<file path="src/rtl/fir_mac_sequencer.sv">
// Time-multiplexed FIR controller: one multiply-accumulate per cycle over
// TAPS taps per accepted sample, with a sample history ring buffer and a
// run-time-writable coefficient bank. Output is saturated to OW bits.
//
// state | meaning
// ------+--------------------------------------------------------------
// IDLE  | waiting for a sample; coefficient writes accepted here only
// MAC   | accumulating coef[k] * x[newest-k], one tap per cycle
// DONE  | result presented on m_data, held until the consumer takes it
module fir_mac_sequencer #(
    parameter int TAPS = 4,
    parameter int DW   = 8,
    parameter int CW   = 8,
    parameter int OW   = 16,
    parameter int AW   = $clog2(TAPS)
) (
    input  logic                 clk,
    input  logic                 rst,
    input  logic                 s_valid,
    output logic                 s_ready,
    input  logic signed [DW-1:0] s_data,
    input  logic                 coef_wr_en,
    input  logic [AW-1:0]        coef_wr_addr,
    input  logic signed [CW-1:0] coef_wr_data,
    output logic                 cfg_ready,
    output logic                 m_valid,
    input  logic                 m_ready,
    output logic signed [OW-1:0] m_data,
    output logic                 busy
);

    localparam int ACCW = DW + CW + AW;
    localparam logic [AW-1:0] LAST_TAP = AW'(TAPS - 1);
    localparam logic [AW:0]   TAPS_W   = (AW + 1)'(TAPS);
    localparam logic signed [ACCW-1:0] SAT_MAX = {{(ACCW - OW + 1){1'b0}}, {(OW - 1){1'b1}}};
    localparam logic signed [ACCW-1:0] SAT_MIN = {{(ACCW - OW + 1){1'b1}}, {(OW - 1){1'b0}}};

    typedef enum logic [1:0] {IDLE, MAC, DONE} state_t;

    state_t state_q, state_d;

    logic signed [DW-1:0]      x_mem [TAPS];
    logic signed [CW-1:0]      coef  [TAPS];
    logic [AW-1:0]             wr_ptr;
    logic [AW-1:0]             k;
    logic [AW-1:0]             rd_idx;
    logic signed [ACCW-1:0]    acc;
    logic signed [DW+CW-1:0]   prod;
    logic                      accept;
    logic                      fire;
    logic                      coef_we;

    // State register.
    always_ff @(posedge clk) begin
        if (rst) state_q <= IDLE;
        else     state_q <= state_d;
    end

    // Next-state decode and handshake outputs, all derived from the current state.
    always_comb begin
        state_d   = state_q;
        s_ready   = 1'b0;
        cfg_ready = 1'b0;
        m_valid   = 1'b0;
        busy      = 1'b1;
        case (state_q)
            IDLE: begin
                s_ready   = 1'b1;
                cfg_ready = 1'b1;
                busy      = 1'b0;
                if (s_valid) state_d = MAC;
            end
            MAC: begin
                if (k == LAST_TAP) state_d = DONE;
            end
            DONE: begin
                m_valid = 1'b1;
                if (m_ready) state_d = IDLE;
            end
            default: state_d = IDLE;
        endcase
    end

    assign accept  = s_valid & s_ready;
    assign fire    = m_valid & m_ready;
    // Out-of-range addresses (non-power-of-2 TAPS) are ignored.
    assign coef_we = coef_wr_en & cfg_ready & ({1'b0, coef_wr_addr} < TAPS_W);

    // History read index (wr_ptr - k) mod TAPS, wrapping explicitly so any TAPS works.
    always_comb begin
        if (k > wr_ptr) rd_idx = AW'({1'b0, wr_ptr} + TAPS_W - {1'b0, k});
        else            rd_idx = wr_ptr - k;
    end

    // Full-precision signed product of the current tap.
    assign prod = (DW + CW)'(coef[k]) * (DW + CW)'(x_mem[rd_idx]);

    // Accumulator, tap counter and ring write pointer.
    always_ff @(posedge clk) begin
        if (rst) begin
            acc    <= '0;
            k      <= '0;
            wr_ptr <= '0;
        end else begin
            case (state_q)
                IDLE: begin
                    if (accept) begin
                        acc <= '0;
                        k   <= '0;
                    end
                end
                MAC: begin
                    acc <= acc + ACCW'(prod);
                    k   <= (k == LAST_TAP) ? '0 : k + AW'(1);
                end
                DONE: begin
                    if (fire) wr_ptr <= (wr_ptr == LAST_TAP) ? '0 : wr_ptr + AW'(1);
                end
                default: ;
            endcase
        end
    end

    // Sample history and coefficient bank; coefficients default to 1 (moving sum).
    always_ff @(posedge clk) begin
        if (rst) begin
            for (int i = 0; i < TAPS; i++) begin
                x_mem[i] <= '0;
                coef[i]  <= CW'(1);
            end
        end else begin
            if (accept)  x_mem[wr_ptr]     <= s_data;
            if (coef_we) coef[coef_wr_addr] <= coef_wr_data;
        end
    end

    // Saturate the accumulator into the output range.
    always_comb begin
        if (acc > SAT_MAX)      m_data = SAT_MAX[OW-1:0];
        else if (acc < SAT_MIN) m_data = SAT_MIN[OW-1:0];
        else                    m_data = acc[OW-1:0];
    end

endmodule

</file>
<file path="config.mk">
export PLATFORM = sky130hd
export DESIGN_NAME = fir_mac_sequencer
export DESIGN_NICKNAME = d
export VERILOG_FILES = /design/src/rtl/fir_mac_sequencer.sv
export SDC_FILE = /design/constraint.sdc
export NUM_CORES = 1
export LEC_CHECK = 0
export CELL_PAD_IN_SITES_DETAIL_PLACEMENT = 2
export CELL_PAD_IN_SITES_GLOBAL_PLACEMENT = 2
export CORE_ASPECT_RATIO = 0.6
export CORE_MARGIN = 2
export CORE_UTILIZATION = 41
export CTS_CLUSTER_DIAMETER = 200
export DETAILED_ROUTE_END_ITERATION = 16
export PLACE_DENSITY_LB_ADDON = 0.1
export SLEW_MARGIN = 20
export SYNTH_ARGS = -nofsm -noshare
export SYNTH_HDL_FRONTEND = slang
export SYNTH_SLANG_ARGS = --single-unit
</file>
<file path="constraint.sdc">
create_clock -name clk -period 8 [get_ports clk]
set_input_delay 1.6 -clock clk [delete_from_list [all_inputs] [get_ports clk]]
set_output_delay 1.6 -clock clk [all_outputs]
set_load 0.02 [all_outputs]
</file>
==> results_dict.tcl, run 1 <==
set metrics [dict create \
    outcome "complete, no violations" \
    place_ws_ns 0.819 \
    holdBufCountCts 0 \
    synth_seq_cells 90 \
    ant_nets 0 \
    cap_violations 0 \
    slew_viol_final 0 \
    finalCritPeriodShare_pct 90.6 \
    die_h_um 107 \
    n_fill_cell 1708 \
    vias 4939 \
    grt_pass1_wl_um 33000 \
    place_congestion 0.787 \
    end_kind "register" \
    ys_seq_area_share_pct 34.0 \
    rsz0062_at_grt "false" \
    wl_um 20400 \
    post-route-util_pct 47.6 \
    arrival_ns 7.50 \
    multiInputGateArea_sq_um 4340 \
    final_layout_size_suffix_gt1_share_pct 6.87 \
    antenna_found_initial 0 \
    die-width_um 175 \
    peakVddDrop_mv 0.144 \
    post-route-drc-count 0 \
    layout_commonest_cell "inv_1" \
    syn_area_sq_um 7190 \
    worstReg2RegStart "wr_ptr[0]" \
    cts_max_level 3 \
    finClkSkew_ns 0.0162 \
    p_int_mw 1.54 \
    layout.nets 842 \
    areaGrowthSynthToFinish_pct 13.8 \
    holdPathStages 2 \
    placed_area_sq_um 7870 \
    p_sw_share_pct 45.2 \
    fin_area_sq_um 8180 \
    routedWlPerCell_um 21.9 \
    regArea_sq_um 2440 \
    crit_type "reg2reg" \
    post_cts_buffers 0 \
    grt_max_degree 31 \
    die_area_sq_um 18600 \
    top_level_ports 43 \
    num_rows 37 \
    ctsResizeCount 0 \
    cellLeakagePower_nw 3.63 \
    cp_max_fo 11 \
    synthDistinctLibCells 51 \
    setup_viol 0 \
    synth_ff_type "edfxtp_1" \
    power_frac_clock_pct 16.1 \
    grt_pass1_vias 5730 \
    p_comb_share_pct 63.5 \
    first_pass_iters 4 \
    core_area_sq_um 17200 \
    crit_required_ns 8.26 \
    hold_path_end "acc[10]" \
    hp-start "acc[10]" \
    max_freq_mhz 138 \
    clockBufferDepth 2 \
    hp-class "reg2reg" \
    reg2regPathDepth 22 \
    root_buffer "clkbuf_16" \
    slew_headroom_pct 28.9 \
    hold_ws_ns 0.547 \
    placedCellCount 917 \
    drt-initial-drc-count 223 \
    clock-sinks 90 \
    avgViaCountPerCell 5.29 \
    clkLatencyLatePin_ns 0.35 \
    synthesis.nets 801 \
    power_frac_seq_pct 20.4 \
    grt_overflow 0 \
    layout_common_cells "inv_1, fa_1, and2_1, edfxtp_1, nor2_1" \
    postSynthAreaPerCell_sq_um 11.0 \
    dp_hpwl_um 16200 \
    timing.final.crit_period_ns 7.25 \
    synth_edf_count 64 \
    io_buffers 42 \
    start_util_pct 41.9 \
    rrSetupSlack_ns 0.75 \
    path_cells "inv_1 > ha_1 > xor2_1 > xnor2_2 > mux4_2 > and2_1 > inv_1 > fa_1 > inv_1 > fa_1 > fa_1 > fa_1 > inv_1 > fa_1 > inv_1 > ha_1 > o21ai_0 > o21ai_0 > a31oi_1 > o21ai_0 > xnor2_1 > o21ai_0" \
    power.switching_mw 1.27 \
    yosysWarnings 0 \
    power_density_nw_per_um2 343 \
    slowest_delay_ns 0.65 \
    hold_violations 0 \
    cp-start-kind "register" \
    layoutNonFillerInstCount 933 \
    rr_endpoint "acc[15]" \
    ys_async_sr_fraction_pct 0 \
    finalWorstSetupSlack_ns 0.755 \
    cts_buffers 9 \
    grt_use_total_pct 23.6 \
    netlist_instances 653 \
    tightest_slew_ns 1.06 \
    tritoncts "built" \
    totalPowerFinal_mw 2.81 \
    cp-startpoint "wr_ptr[0]" \
    clk_pin_slew_worst_paths_ns 0.07 \
    cp_slowest_cell "and2_1" \
    antenna_cells 0 \
    fin_setup_tns_ns 0 \
]
## flip-flops by register name (all words and copies together) (netlist names), named ones only
signal   flops
acc         18
coef        32
k            2
state_q      2
wr_ptr       2
x_mem       32
## critical path, delay by kind of cell, from the launching register on
kind | cells | cell delay [ns]
AND/OR/NAND/NOR | 1 | 0.65
multiplexers | 1 | 0.45
flip-flops | 1 | 0.48
buffers and inverters | 5 | 0.42
AO/OA/AOI/OAI | 5 | 1.17
adder cells (fa/ha/maj) | 7 | 3.09
XOR/XNOR | 3 | 0.89
## Yosys cell counts, types with 2 or more instances
cell / number / area (sq um)
inv_1: 95 / 357
fa_1: 80 / 1600
and2_1: 76 / 475
edfxtp_1: 64 / 1920
nor2_1: 57 / 214
ha_1: 45 / 563
nand2_1: 39 / 146
dfxtp_1: 26 / 521
a21oi_1: 16 / 80.1
and3_1: 16 / 100
o21ai_0: 14 / 70.1
clkbuf_1: 11 / 41.3
mux4_2: 11 / 248
xnor2_1: 11 / 96.3
a22oi_1: 9 / 67.6
nand2b_1: 8 / 50.1
nor3_1: 8 / 40.0
or2_2: 8 / 50.1
a211oi_1: 4 / 30.0
a21o_1: 4 / 30.0
mux4_1: 4 / 105
nor2b_1: 4 / 25.0
xor2_1: 4 / 35.0
a31oi_1: 3 / 18.8
nor3b_1: 3 / 22.5
o21bai_1: 3 / 22.5
or3_1: 3 / 18.8
a32o_1: 2 / 20.0
buf_1: 2 / 7.51
nand3b_1: 2 / 15.0
## worst max path at each step
stage / to / slack (ns) / cells past startpoint
6_report: acc[15] / 0.75 / 22
5_1_grt: acc[15] / 0.26 / 22
4_1_cts: acc[15] / 0.78 / 22
3_5_place_dp: acc[15] / 0.82 / 22
3_3_place_gp: acc[15] / 1.23 / 22
2_1_floorplan: acc[16] / 1.82 / 21
## power by group through the flow
| stage | registers [mW] | logic [mW] | clock network (mW) |
|---|---|---|---|
| 2_1_floorplan | 0.565 | 1.26 | 0 |
| 5_1_grt | 0.577 | 2.03 | 0.477 |
| 6_report | 0.572 | 1.78 | 0.453 |
| 3_3_place_gp | 0.581 | 1.67 | 0 |
| 3_5_place_dp | 0.583 | 1.78 | 0 |
| 4_1_cts | 0.573 | 1.82 | 0.459 |
## area by class of cell
cell class | instances | share of cell area (%)
tap | 234 | 3.58
timing repair buffer | 45 | 5.41
inverter | 95 | 4.36
multi-input combinational | 453 | 53.1
sequential | 90 | 29.8
clock buffer | 10 | 2.80
clock inverter | 6 | 0.917
## logic make-up after synthesis
kind of cell / after synthesis / synth area share, %
fa+ha+maj: 125 / 30.1
buf+inv: 110 / 5.81
xor+xnor: 16 / 2.05
compound gates: 65 / 6.02
mux: 17 / 5.25
flops: 90 / 34.0
simple gates: 230 / 16.8
## metal layers
metal  global-route usage [%]  vias to the layer above  routed length, um
met5                        0                        -                  0
met4                     3.57                        0                160
met3                     3.37                       18                833
met2                     38.8                       88               9650
met1                     34.2                     2594               9780
li1                         -                     2239                  -
Note: power is estimated with default switching activity, not from simulation.
==> inputs of run 2 (changes only) <==
--- a/config.mk
+++ b/config.mk
@@ -7,9 +7,9 @@
 export LEC_CHECK = 0
 export CELL_PAD_IN_SITES_DETAIL_PLACEMENT = 2
 export CELL_PAD_IN_SITES_GLOBAL_PLACEMENT = 2
-export CORE_ASPECT_RATIO = 0.6
 export CORE_MARGIN = 2
-export CORE_UTILIZATION = 41
+export CORE_UTILIZATION = 42
+export CTS_BUF_LIST = sky130_fd_sc_hd__clkbuf_2 sky130_fd_sc_hd__clkbuf_4 sky130_fd_sc_hd__clkbuf_8
 export CTS_CLUSTER_DIAMETER = 200
 export DETAILED_ROUTE_END_ITERATION = 16
 export PLACE_DENSITY_LB_ADDON = 0.1
==> run 2 against run 1 <==
Against the previous run: worst setup slack improved by 0.17 ns; global-route usage is 1.4 points lower; via count fell by 2.3%; largest cell class unchanged.
==> results_dict.tcl, run 2 (synthesized netlist as in run 1, its figures left out) <==
set metrics [dict create \
    layoutNonFillerInstCount 919 \
    cp_max_fo 11 \
    first_pass_iters 4 \
    path_cells "inv_1 > ha_1 > xor2_1 > xnor2_2 > mux4_2 > and2_1 > inv_1 > fa_1 > inv_1 > fa_1 > fa_1 > fa_1 > inv_1 > fa_1 > inv_1 > ha_1 > o21ai_0 > o21ai_0 > a31oi_1 > o21ai_0 > xnor2_1 > o21ai_0" \
    grt_pass1_wl_um 30500 \
    ant_nets 0 \
    slew_viol_final 0 \
    layout_common_cells "inv_1, fa_1, and2_1, edfxtp_1, nor2_1" \
    root_buffer "clkbuf_8" \
    antenna_found_initial 0 \
    timing.final.crit_period_ns 7.07 \
    post_cts_buffers 0 \
    tightest_slew_ns 0.977 \
    die_h_um 135 \
    cellLeakagePower_nw 3.58 \
    peakVddDrop_mv 0.124 \
    setup_viol 0 \
    num_rows 47 \
    clock-sinks 90 \
    start_util_pct 43.2 \
    die-width_um 135 \
    cp_slowest_cell "and2_1" \
    cp-start-kind "register" \
    clk_pin_slew_worst_paths_ns 0.11 \
    hold_violations 0 \
    wl_met2_um 9630 \
    rsz0062_at_grt "false" \
    max_freq_mhz 141 \
    n_fill_cell 1675 \
    placedCellCount 903 \
    power_density_nw_per_um2 325 \
    ctsResizeCount 0 \
    crit_type "reg2reg" \
    p_sw_share_pct 46.4 \
    finClkSkew_ns 0.0117 \
    drt-initial-drc-count 120 \
    top_level_ports 43 \
    reg.largest.list "coef (32), x_mem (32), acc (18)" \
    grt_pass1_vias 5644 \
    end_kind "register" \
    clkLatencyLatePin_ns 0.40 \
    rrSetupSlack_ns 0.93 \
    layout.nets 842 \
    power_frac_clock_pct 12.3 \
    tritoncts "built" \
    grt_use_total_pct 22.2 \
    outcome "complete, no violations" \
    regArea_sq_um 2440 \
    power_frac_seq_pct 21.8 \
    highest_layer "met4" \
    drt-met1-wl_um 8190 \
    slew_headroom_pct 34.3 \
    wl_um 18400 \
    grt_max_degree 31 \
    dp_hpwl_um 14900 \
    cts_max_level 3 \
    grt_overflow 0 \
    arrival_ns 7.40 \
    holdBufCountCts 0 \
    power.switching_mw 1.21 \
    avgViaCountPerCell 5.25 \
    vias 4827 \
    finalCritPeriodShare_pct 88.4 \
    post-route-drc-count 0 \
    cap_violations 0 \
    hold_ws_ns 0.530 \
    io_buffers 42 \
    layout_commonest_cell "inv_1" \
    fin_setup_tns_ns 0 \
    crit_required_ns 8.32 \
    place_congestion 0.780 \
    p_comb_share_pct 65.9 \
    cts_buffers 9 \
    routedWlPerCell_um 20.1 \
    die_area_sq_um 18200 \
    p_int_mw 1.40 \
    clockBufferDepth 2 \
    met3WireLength_um 344 \
    slowest_delay_ns 0.65 \
    areaGrowthSynthToFinish_pct 11.9 \
    hp-class "reg2reg" \
    multiInputGateArea_sq_um 4350 \
    antenna_cells 0 \
    core_area_sq_um 16600 \
    final_layout_size_suffix_gt1_share_pct 7.01 \
]
run 2: cell count changes in the layout (fill, tap and decap cells not counted):
| cell | before | now |
|---|---|---|
| bufinv_16 | 1 | 0 |
| clkbuf_1 | 1 | 0 |
| clkbuf_16 | 9 | 0 |
| clkbuf_8 | 0 | 9 |
| clkinv_1 | 0 | 1 |
| clkinv_4 | 2 | 1 |
| inv_6 | 1 | 3 |
| nor2b_1 | 4 | 3 |
| nor2b_2 | 0 | 1 |
| nor3_1 | 6 | 8 |
| nor3_2 | 2 | 0 |
| nor3b_1 | 3 | 1 |
| nor3b_2 | 1 | 3 |
run 2: final timing paths:
path | from | end | depth (start not counted)
max | wr_ptr[0] | acc[15] | 22
min reg2reg | acc[10] | acc[10] | 2
max reg2reg | wr_ptr[0] | acc[15] | 22
min | acc[10] | acc[10] | 2
run 2: per-stage QoR:
stage	utilization, %	instance area, sq um	worst slack, ns	power [mW]
after detailed placement	47.2	7850	0.873	2.31
after floorplan	-	7190	1.82	1.82
after CTS	48.2	8030	0.881	2.65
final	48.3	8050	0.926	2.61
after global placement	47.2	7850	1.33	2.21
after global routing	48.3	8050	0.495	2.90
run 2: final cells by class:
| type | count | share of cell area, % |
|---|---|---|
| Sequential cell | 90 | 30.4 |
| Multi-Input combinational cell | 453 | 54.0 |
| Clock buffer | 9 | 1.54 |
| Timing Repair Buffer | 45 | 5.51 |
| Clock inverter | 7 | 0.715 |
| Tap cell | 220 | 3.42 |
| Inverter | 95 | 4.43 |
run 2: worst max-delay path: cells and delay by family (launching register included):
kind / cells / cell delay, ns
mux: 1 / 0.47
buf+inv: 5 / 0.37
flops: 1 / 0.48
compound gates: 5 / 1.07
xor+xnor: 3 / 0.86
simple gates: 1 / 0.65
fa+ha+maj: 7 / 3.10
run 2: per-layer routing:
| layer | track usage, % | vias up |
|---|---|---|
| li1 | - | 2234 |
| met3 | 1.95 | 19 |
| met1 | 28.1 | 2507 |
| met5 | 0 | - |
| met4 | 6.55 | 0 |
| met2 | 40.6 | 67 |
run 2: power by group through the flow:
stage                     clock, mW  sequential [mW]  combinational (mW)
after floorplan                   0            0.565                1.26
after global placement            0            0.578                1.63
after detailed placement          0            0.581                1.73
after CTS                     0.325            0.570                1.76
after global routing          0.339            0.575                1.99
final                         0.321            0.569                1.72
